==> config.mk <==
export PLATFORM = sky130hd
export DESIGN_NAME = ex_hazard_ctrl
export DESIGN_NICKNAME = d
export VERILOG_FILES = /design/src/rtl/ex_hazard_ctrl.sv
export SDC_FILE = /design/constraint.sdc
export NUM_CORES = 1
export LEC_CHECK = 0
export ABC_AREA = 1
export CAP_MARGIN = 5
export CORE_MARGIN = 2
export CORE_UTILIZATION = 26
export DETAILED_ROUTE_END_ITERATION = 7
export GPL_ROUTABILITY_DRIVEN = 0
export SYNTH_ARGS = -nofsm -noshare
export SYNTH_HDL_FRONTEND = slang
export SYNTH_SLANG_ARGS = --single-unit
export TNS_END_PERCENT = 30
==> constraint.sdc <==
create_clock -name i_clk -period 4.19 [get_ports i_clk]
set_input_delay 0.838 -clock i_clk [delete_from_list [all_inputs] [get_ports i_clk]]
set_output_delay 0.838 -clock i_clk [all_outputs]
set_load 0.05 [all_outputs]
==> src/rtl/ex_hazard_ctrl.sv <==
// EX-stage hazard controller: registered operand-forwarding selects,
// load-use stall sequencing and branch/jump redirect-flush sequencing.
// Holds the only pipeline-control FSM in the core.
module ex_hazard_ctrl #(
    parameter int FLUSH_CYCLES = 2,   // squash cycles after a redirect, including the redirect cycle (1..7)
    parameter int LOAD_LAT     = 1,   // bubble cycles for a load-use hazard (1..7)
    parameter int CNT_W        = 16   // stall performance counter width
) (
    input  logic             i_clk,
    input  logic             i_reset,
    input  logic [4:0]       i_id_rs1,
    input  logic [4:0]       i_id_rs2,
    input  logic             i_id_use1,
    input  logic             i_id_use2,
    input  logic [4:0]       i_ex_rd,
    input  logic             i_ex_regwrite,
    input  logic             i_ex_memtoreg,
    input  logic             i_ex_valid,
    input  logic             i_ex_branch,
    input  logic             i_ex_jump,
    input  logic [4:0]       i_mem_rd,
    input  logic             i_mem_regwrite,
    output logic [1:0]       o_fwd_a,
    output logic [1:0]       o_fwd_b,
    output logic             o_stall,
    output logic             o_bubble_ex,
    output logic             o_flush,
    output logic             o_pc_sel,
    output logic [1:0]       o_state,
    output logic [CNT_W-1:0] o_stall_cnt
);

    typedef enum logic [1:0] {
        RUN    = 2'd0,
        LSTALL = 2'd1,
        FLUSH  = 2'd2
    } state_t;

    localparam logic [1:0] FWD_RF  = 2'b00;
    localparam logic [1:0] FWD_MEM = 2'b01;
    localparam logic [1:0] FWD_WB  = 2'b10;

    // Loaded with the number of further cycles the sequence still lasts.
    localparam logic [2:0] FLUSH_EXTRA = 3'(FLUSH_CYCLES - 1);
    localparam logic [2:0] LOAD_EXTRA  = 3'(LOAD_LAT - 1);

    state_t     state;
    logic [2:0] seq_cnt;
    logic       redirect;
    logic       loaduse;
    logic       rs1_hit;
    logic       rs2_hit;

    assign rs1_hit  = i_id_use1 && (i_id_rs1 == i_ex_rd);
    assign rs2_hit  = i_id_use2 && (i_id_rs2 == i_ex_rd);
    assign redirect = i_ex_valid && (i_ex_branch || i_ex_jump);
    assign loaduse  = i_ex_valid && i_ex_memtoreg && i_ex_regwrite &&
                      (i_ex_rd != 5'd0) && (rs1_hit || rs2_hit);

    assign o_state = state;

    // EX match beats MEM match; x0 and unused operands always read the regfile.
    function automatic logic [1:0] fwd_sel(input logic [4:0] rs, input logic use_rs);
        logic [1:0] sel;
        sel = FWD_RF;
        if (use_rs && rs != 5'd0) begin
            if (i_ex_regwrite && i_ex_valid && i_ex_rd == rs)
                sel = FWD_MEM;
            else if (i_mem_regwrite && i_mem_rd == rs)
                sel = FWD_WB;
        end
        return sel;
    endfunction

    // Pipeline-control strobes from the current state; inputs only matter in RUN.
    always_comb begin
        o_stall     = 1'b0;
        o_bubble_ex = 1'b0;
        o_flush     = 1'b0;
        o_pc_sel    = 1'b0;
        if (i_reset) begin
            case (state)
                RUN: begin
                    // ID holds a wrong-path instruction on a redirect, so no stall.
                    if (redirect) begin
                        o_pc_sel    = 1'b1;
                        o_flush     = 1'b1;
                        o_bubble_ex = 1'b1;
                    end else if (loaduse) begin
                        o_stall     = 1'b1;
                        o_bubble_ex = 1'b1;
                    end
                end
                LSTALL: begin
                    o_stall     = 1'b1;
                    o_bubble_ex = 1'b1;
                end
                FLUSH: begin
                    o_flush     = 1'b1;
                    o_bubble_ex = 1'b1;
                end
                default: ;
            endcase
        end
    end

    // Sequencer FSM: RUN -> LSTALL/FLUSH for the extra cycles, then back to RUN.
    always_ff @(posedge i_clk) begin
        if (!i_reset) begin
            state   <= RUN;
            seq_cnt <= 3'd0;
        end else begin
            case (state)
                RUN: begin
                    if (redirect) begin
                        if (FLUSH_CYCLES > 1) begin
                            state   <= FLUSH;
                            seq_cnt <= FLUSH_EXTRA;
                        end
                    end else if (loaduse) begin
                        if (LOAD_LAT > 1) begin
                            state   <= LSTALL;
                            seq_cnt <= LOAD_EXTRA;
                        end
                    end
                end
                LSTALL, FLUSH: begin
                    if (seq_cnt <= 3'd1) begin
                        state   <= RUN;
                        seq_cnt <= 3'd0;
                    end else begin
                        seq_cnt <= seq_cnt - 3'd1;
                    end
                end
                default: begin
                    state   <= RUN;
                    seq_cnt <= 3'd0;
                end
            endcase
        end
    end

    // Forwarding selects for the instruction entering EX; a bubble reads the regfile.
    always_ff @(posedge i_clk) begin
        if (!i_reset || o_stall || o_bubble_ex) begin
            o_fwd_a <= FWD_RF;
            o_fwd_b <= FWD_RF;
        end else begin
            o_fwd_a <= fwd_sel(i_id_rs1, i_id_use1);
            o_fwd_b <= fwd_sel(i_id_rs2, i_id_use2);
        end
    end

    // Saturating count of stalled cycles.
    always_ff @(posedge i_clk) begin
        if (!i_reset)
            o_stall_cnt <= '0;
        else if (o_stall && o_stall_cnt != {CNT_W{1'b1}})
            o_stall_cnt <= o_stall_cnt + 1'b1;
    end

endmodule

==> reports/results.ini, run 1 <==
[synthesis]
synth.cell_area_sq_um = 1580
synthMuxAreaShare_pct = 0
synthSimpleGateAreaFrac_pct = 36.7
syn_inst = 240
synth_top_family_by_area = simple AND/OR/NAND/NOR gates
synth_top_area_share_pct = 30.4
synth-seq-cells = 24
yosysTopAreaCell = dfxtp_1
syn_area_per_cell_sq_um = 6.58
yosys_warnings = 0
synth_nets = 273
synth-xor-area-share_pct = 4.43
synth_seq_area_share_pct = 30.4
synthAdderAreaFrac_pct = 2.38
ys_types = 34
synth_compound_area_share_pct = 13.9
synthTopCellsByArea = dfxtp_1, nand2_1, nor2_1

[cts]
cts_made_buffers = 3
clkSinkCount = 24
max-clock-path-buffers = 2
postCtsHoldBufs = 0
htreeDepth = 1
postCtsSetupBuffers = 0
post_cts_resize_count = 0
cts-root-buf = clkbuf_8
clkLatencyLatePin_ns = 0.27
cts_tree = done
path_clk_slew_ns = 0.08

[detailed_routing]
drc = 0
drtPass1Iterations = 4
drt-initial-drc-count = 34
postRouteAntennaNets = 0
wirelength_microns = 3760
avgRoutedWirePerCell_microns = 10.2
vias = 1661
post_drt_via_cell_ratio = 4.50

[power]
netSwitchingPower_mw = 0.133
power_density_nw_per_um2 = 224
p_int_mw = 0.365
sw_frac_of_total_pct = 26.8
seq_power_share_pct = 47.0
p_clk_share_pct = 31.5
p_total_mw = 0.498
leakagePower_nw = 0.953
ir_drop_mv = 0.101
pwr-share-comb_pct = 21.5

[grt]
grt-ovfl-total = 0
grt_pass1_vias = 1593
grt_use_total_pct = 12.5
grt_max_degree = 30
grt_antenna_before_repair = 0
grt_pass1_wl_microns = 6670

[worst_setup_path]
worstPathRequired_ns = 3.35
path_max_fanout = 4
cp-start-kind = input pin
worstSetupEndpointType = output port
arrival_ns = 2.95
rr_startpoint = o_stall_cnt[0]
crit_start = i_ex_rd[0]
path_class = input pin to output port

[place]
portBuffers = 54
dp.cells = 365
place_area_sq_um = 2170
hpwl_microns = 3110

[sta]
slew_headroom_pct = 65.6
tns_ns = 0
tightest_slew_ns = 0.515
drv_slew = 0
final.setup_skew_ns = 0.00781
rsz0062_at_grt = false
setup_violations = 0
period_needed_ns = 3.79
post-route-period-util_pct = 90.4
fmax_ghz = 0.264
hold_ws_ns = 0.510
finalHoldViolCount = 0

[outcome]
status = finished clean

[floorplan]
rows = 28
dieArea_sq_um = 6720
core_sq_um = 5890
chipWidth_microns = 82.0
start_util_pct = 26.8
die_y_microns = 82.0
ioPinCount = 56

[cells_and_area]
fin_cells = 369
syn2layout_area_growth_pct = 41.1
layout_common_cells = clkdlybuf4s50_1, nand2_1, nor2_1
stdcell_area_sq_um = 2230
nets = 328
layout-drive-gt1-share_pct = 9.52
num_antenna_cells = 0
final_common_cell = clkdlybuf4s50_1

[run]
drv_cap = 0

[worst_hold_path]
hp-class = flip-flop to flip-flop
worstHoldStart = seq_cnt[2]

[worst max-delay path, stage by stage]
cell	delay [ns]
clkdlybuf4s50_1	0.54
inv_2	0.05
nand2_1	0.05
o21ai_1	0.06
nor2_1	0.17
nand4_1	0.12
nand2_2	0.12
nand2_1	0.06
a21oi_1	0.12
clkdlybuf4s50_1	0.82
[kinds of logic (layout without fill, tap and decap cells)]
| kind of cell | count (synthesis) | in the layout |
|---|---|---|
| AOI/OAI and AO/OA | 33 | 33 |
| DFF | 24 | 24 |
| and+or+nand+nor | 129 | 129 |
| buffers and inverters | 42 | 96 |
| adders and majority gates | 3 | 3 |
| xor gates and xnor gates | 8 | 8 |
| other | 1 | 1 |
[synth_stat cells (all sizes together)]
cell and count:
nand2 49, nor2 40, inv 35, dfxtp 24, nand3 21, a21oi 18, nand4 11, o21ai 6
buf 5, nor3 5, o22ai 5, xnor2 4, xor2 4, ha 3, and3 2, o211ai 2
a211oi 1, clkbuf 1, clkinv 1, conb 1, o2111ai 1, or2 1
[per-stage QoR]
stage | setup slack [ns] | utilization (%)
4_1_cts | 0.384 | 37.9
6_report | 0.402 | 37.9
3_3_place_gp | 0.404 | 36.9
5_1_grt | 0.208 | 37.9
2_1_floorplan | 1.18 | -
3_5_place_dp | 0.400 | 36.9
[layout make-up]
type	instances	area, sq um
multi-input combinational	174	912
fill	644	3660
inverter	36	135
sequential	24	480
tap	75	93.8
clock buffer	4	55.1
timing repair buffer	56	553
[power by group through the flow]
stage                     clock (mW)  sequential, mW  combinational, mW
after global placement             0           0.240              0.107
after global routing           0.174           0.235              0.119
after floorplan                    0           0.243             0.0557
after detailed placement           0           0.240              0.108
final                          0.157           0.234              0.107
after CTS                      0.165           0.234              0.108
[metal layers]
| metal | global-route usage [%] | vias to the layer above | part of all wire, % |
|---|---|---|---|
| li1 | - | 882 | - |
| met1 | 15.2 | 726 | 46 |
| met5 | 0 | - | 0 |
| met2 | 22.1 | 51 | 48 |
| met3 | 2.53 | 2 | 5.6 |
| met4 | 3.50 | 0 | 0.61 |
[path summary, 6_finish.rpt]
| path | endpoint | slack (ns) | depth (start not counted) |
|---|---|---|---|
| worst max-delay path | o_bubble_ex | 0.40 | 10 |
| worst min-delay path | seq_cnt[2] | 0.51 | 2 |
| worst max register to register | o_stall_cnt[0] | 2.24 | 11 |
| worst min register to register | seq_cnt[2] | 0.51 | 2 |
[registers in the layout, summed over array words and instances (netlist names)]
name and cells:
seq_cnt 3, o_state 1, o_fwd_b 2, o_fwd_a 2, o_stall_cnt 16
(Power assumes the default switching activity.)
==> run 2, diff against run 1 <==
--- a/config.mk
+++ b/config.mk
@@ -9,6 +9,7 @@
 export CAP_MARGIN = 5
 export CORE_MARGIN = 2
 export CORE_UTILIZATION = 26
+export CTS_CLUSTER_SIZE = 10
 export DETAILED_ROUTE_END_ITERATION = 7
 export GPL_ROUTABILITY_DRIVEN = 0
 export SYNTH_ARGS = -nofsm -noshare
==> results of run 2 <==
The final DEF is identical to that of run 1; final timing and power are the same.
==> run 3, diff against run 2 <==
--- a/config.mk
+++ b/config.mk
@@ -8,10 +8,11 @@
 export ABC_AREA = 1
 export CAP_MARGIN = 5
 export CORE_MARGIN = 2
-export CORE_UTILIZATION = 26
+export CORE_UTILIZATION = 48
 export CTS_CLUSTER_SIZE = 10
 export DETAILED_ROUTE_END_ITERATION = 7
 export GPL_ROUTABILITY_DRIVEN = 0
+export PLACE_DENSITY = 0.85
 export SYNTH_ARGS = -nofsm -noshare
 export SYNTH_HDL_FRONTEND = slang
 export SYNTH_SLANG_ARGS = --single-unit
==> run 3 against run 2 <==
Net effect:
- via count unchanged
- power up 2.5%
- register-to-register slack better by 0.05 ns
- critical endpoint unchanged
- largest power group unchanged
==> reports/results.ini, run 3 (synthesized netlist as in run 1, its figures left out) <==
[cells_and_area]
top_register = o_stall_cnt
final_common_cell = clkdlybuf4s50_1
multi_input_area_sq_um = 912
finalCoreUtilization_pct = 70.5
layout-drive-gt1-share_pct = 9.52
layout_common_cells = clkdlybuf4s50_1, nand2_1, nor2_1
fillers = 283
reg_top3 = o_stall_cnt (16), seq_cnt (3)
num_antenna_cells = 0
fin_cells = 338
syn2layout_area_growth_pct = 38.5
largest_register_ffs = 16
nets = 328
regArea_sq_um = 480

[cts]
cts_made_buffers = 3
clkSinkCount = 24
max-clock-path-buffers = 2
postCtsHoldBufs = 0
postCtsSetupBuffers = 0
cts-root-buf = clkbuf_4
clkLatencyLatePin_ns = 0.32
htreeDepth = 1
post_cts_resize_count = 0
path_clk_slew_ns = 0.14
cts_tree = done

[detailed_routing]
vias = 1661
wirelength_microns = 3460
drtPass1Iterations = 6
postRouteAntennaNets = 0
post_drt_via_cell_ratio = 4.91
drt-initial-drc-count = 127
drc = 0
avgRoutedWirePerCell_microns = 10.2

[worst_setup_path]
path_class = input pin to output port
cp-start-kind = input pin
worstSetupEndpointType = output port
worstPathRequired_ns = 3.35
path_max_fanout = 4
arrival_ns = 2.97

[sta]
tightest_slew_ns = 0.537
final.setup_skew_ns = 0.00847
drv_slew = 0
slew_headroom_pct = 64.1
rsz0062_at_grt = false
post-route-period-util_pct = 90.8
finalHoldViolCount = 0
fmax_ghz = 0.263
tns_ns = 0
hold_ws_ns = 0.510
period_needed_ns = 3.80
setup_violations = 0

[floorplan]
start_util_pct = 50.9
dieArea_sq_um = 3770
die_y_microns = 61.4
ioPinCount = 56
chipWidth_microns = 61.4
rows = 20
core_sq_um = 3100

[grt]
grt_antenna_before_repair = 0
grt_max_degree = 30
grt_pass1_wl_microns = 5820
grt_pass1_vias = 1364
grt_use_total_pct = 20.7
grt-ovfl-total = 0

[place]
hpwl_microns = 2820
dp.cells = 334
portBuffers = 54

[power]
power_density_nw_per_um2 = 233
leakagePower_nw = 0.952
ir_drop_mv = 0.283

[worst_hold_path]
hp-class = flip-flop to flip-flop

[outcome]
status = finished clean

[run]
drv_cap = 0

## run 3: layout make-up
type                            count  area share, %
Clock buffer                        3           1.03
Clock inverter                      1           1.37
Inverter                           36           6.17
Multi-Input combinational cell    174           41.7
Sequential cell                    24           22.0
Tap cell                           44           2.52
Timing Repair Buffer               56           25.3
## run 3: worst paths after layout
path	from	end	slack [ns]	cells past startpoint
worst max-delay path	i_ex_rd[0]	o_bubble_ex	0.39	10
worst min register to register	seq_cnt[2]	seq_cnt[2]	0.51	2
worst max register to register	o_stall_cnt[0]	o_stall_cnt[0]	2.29	11
worst min-delay path	seq_cnt[2]	seq_cnt[2]	0.51	2
## run 3: per-layer routing
metal	global-route usage (%)	vias up	share of wire, %
li1	-	891	-
met1	28.2	709	49
met2	31.8	53	42
met3	4.62	8	6.5
met4	8.21	0	2.2
met5	0	-	0
## run 3: worst max-delay path, cell delays in order
cell and delay, ns:
clkdlybuf4s50_1 0.54, inv_2 0.05, nand2_1 0.06, nand2_1 0.05
nor2_1 0.17, nand4_1 0.13, nand2_2 0.12, nand2_1 0.06
a21oi_1 0.12, clkdlybuf4s50_1 0.82
## run 3: power by group
group | internal (mW) | total (mW) | switching (mW)
clock | 0.0968 | 0.169 | 0.0719
combinational | 0.0499 | 0.107 | 0.0574
sequential | 0.231 | 0.235 | 0.00355
## run 3: metrics by stage
stage	area, sq um	setup slack [ns]	power (mW)
after floorplan	1580	1.18	0.299
after global placement	2140	0.434	0.345
after detailed placement	2140	0.425	0.346
after CTS	2190	0.411	0.515
after global routing	2190	0.280	0.538
final	2190	0.387	0.511
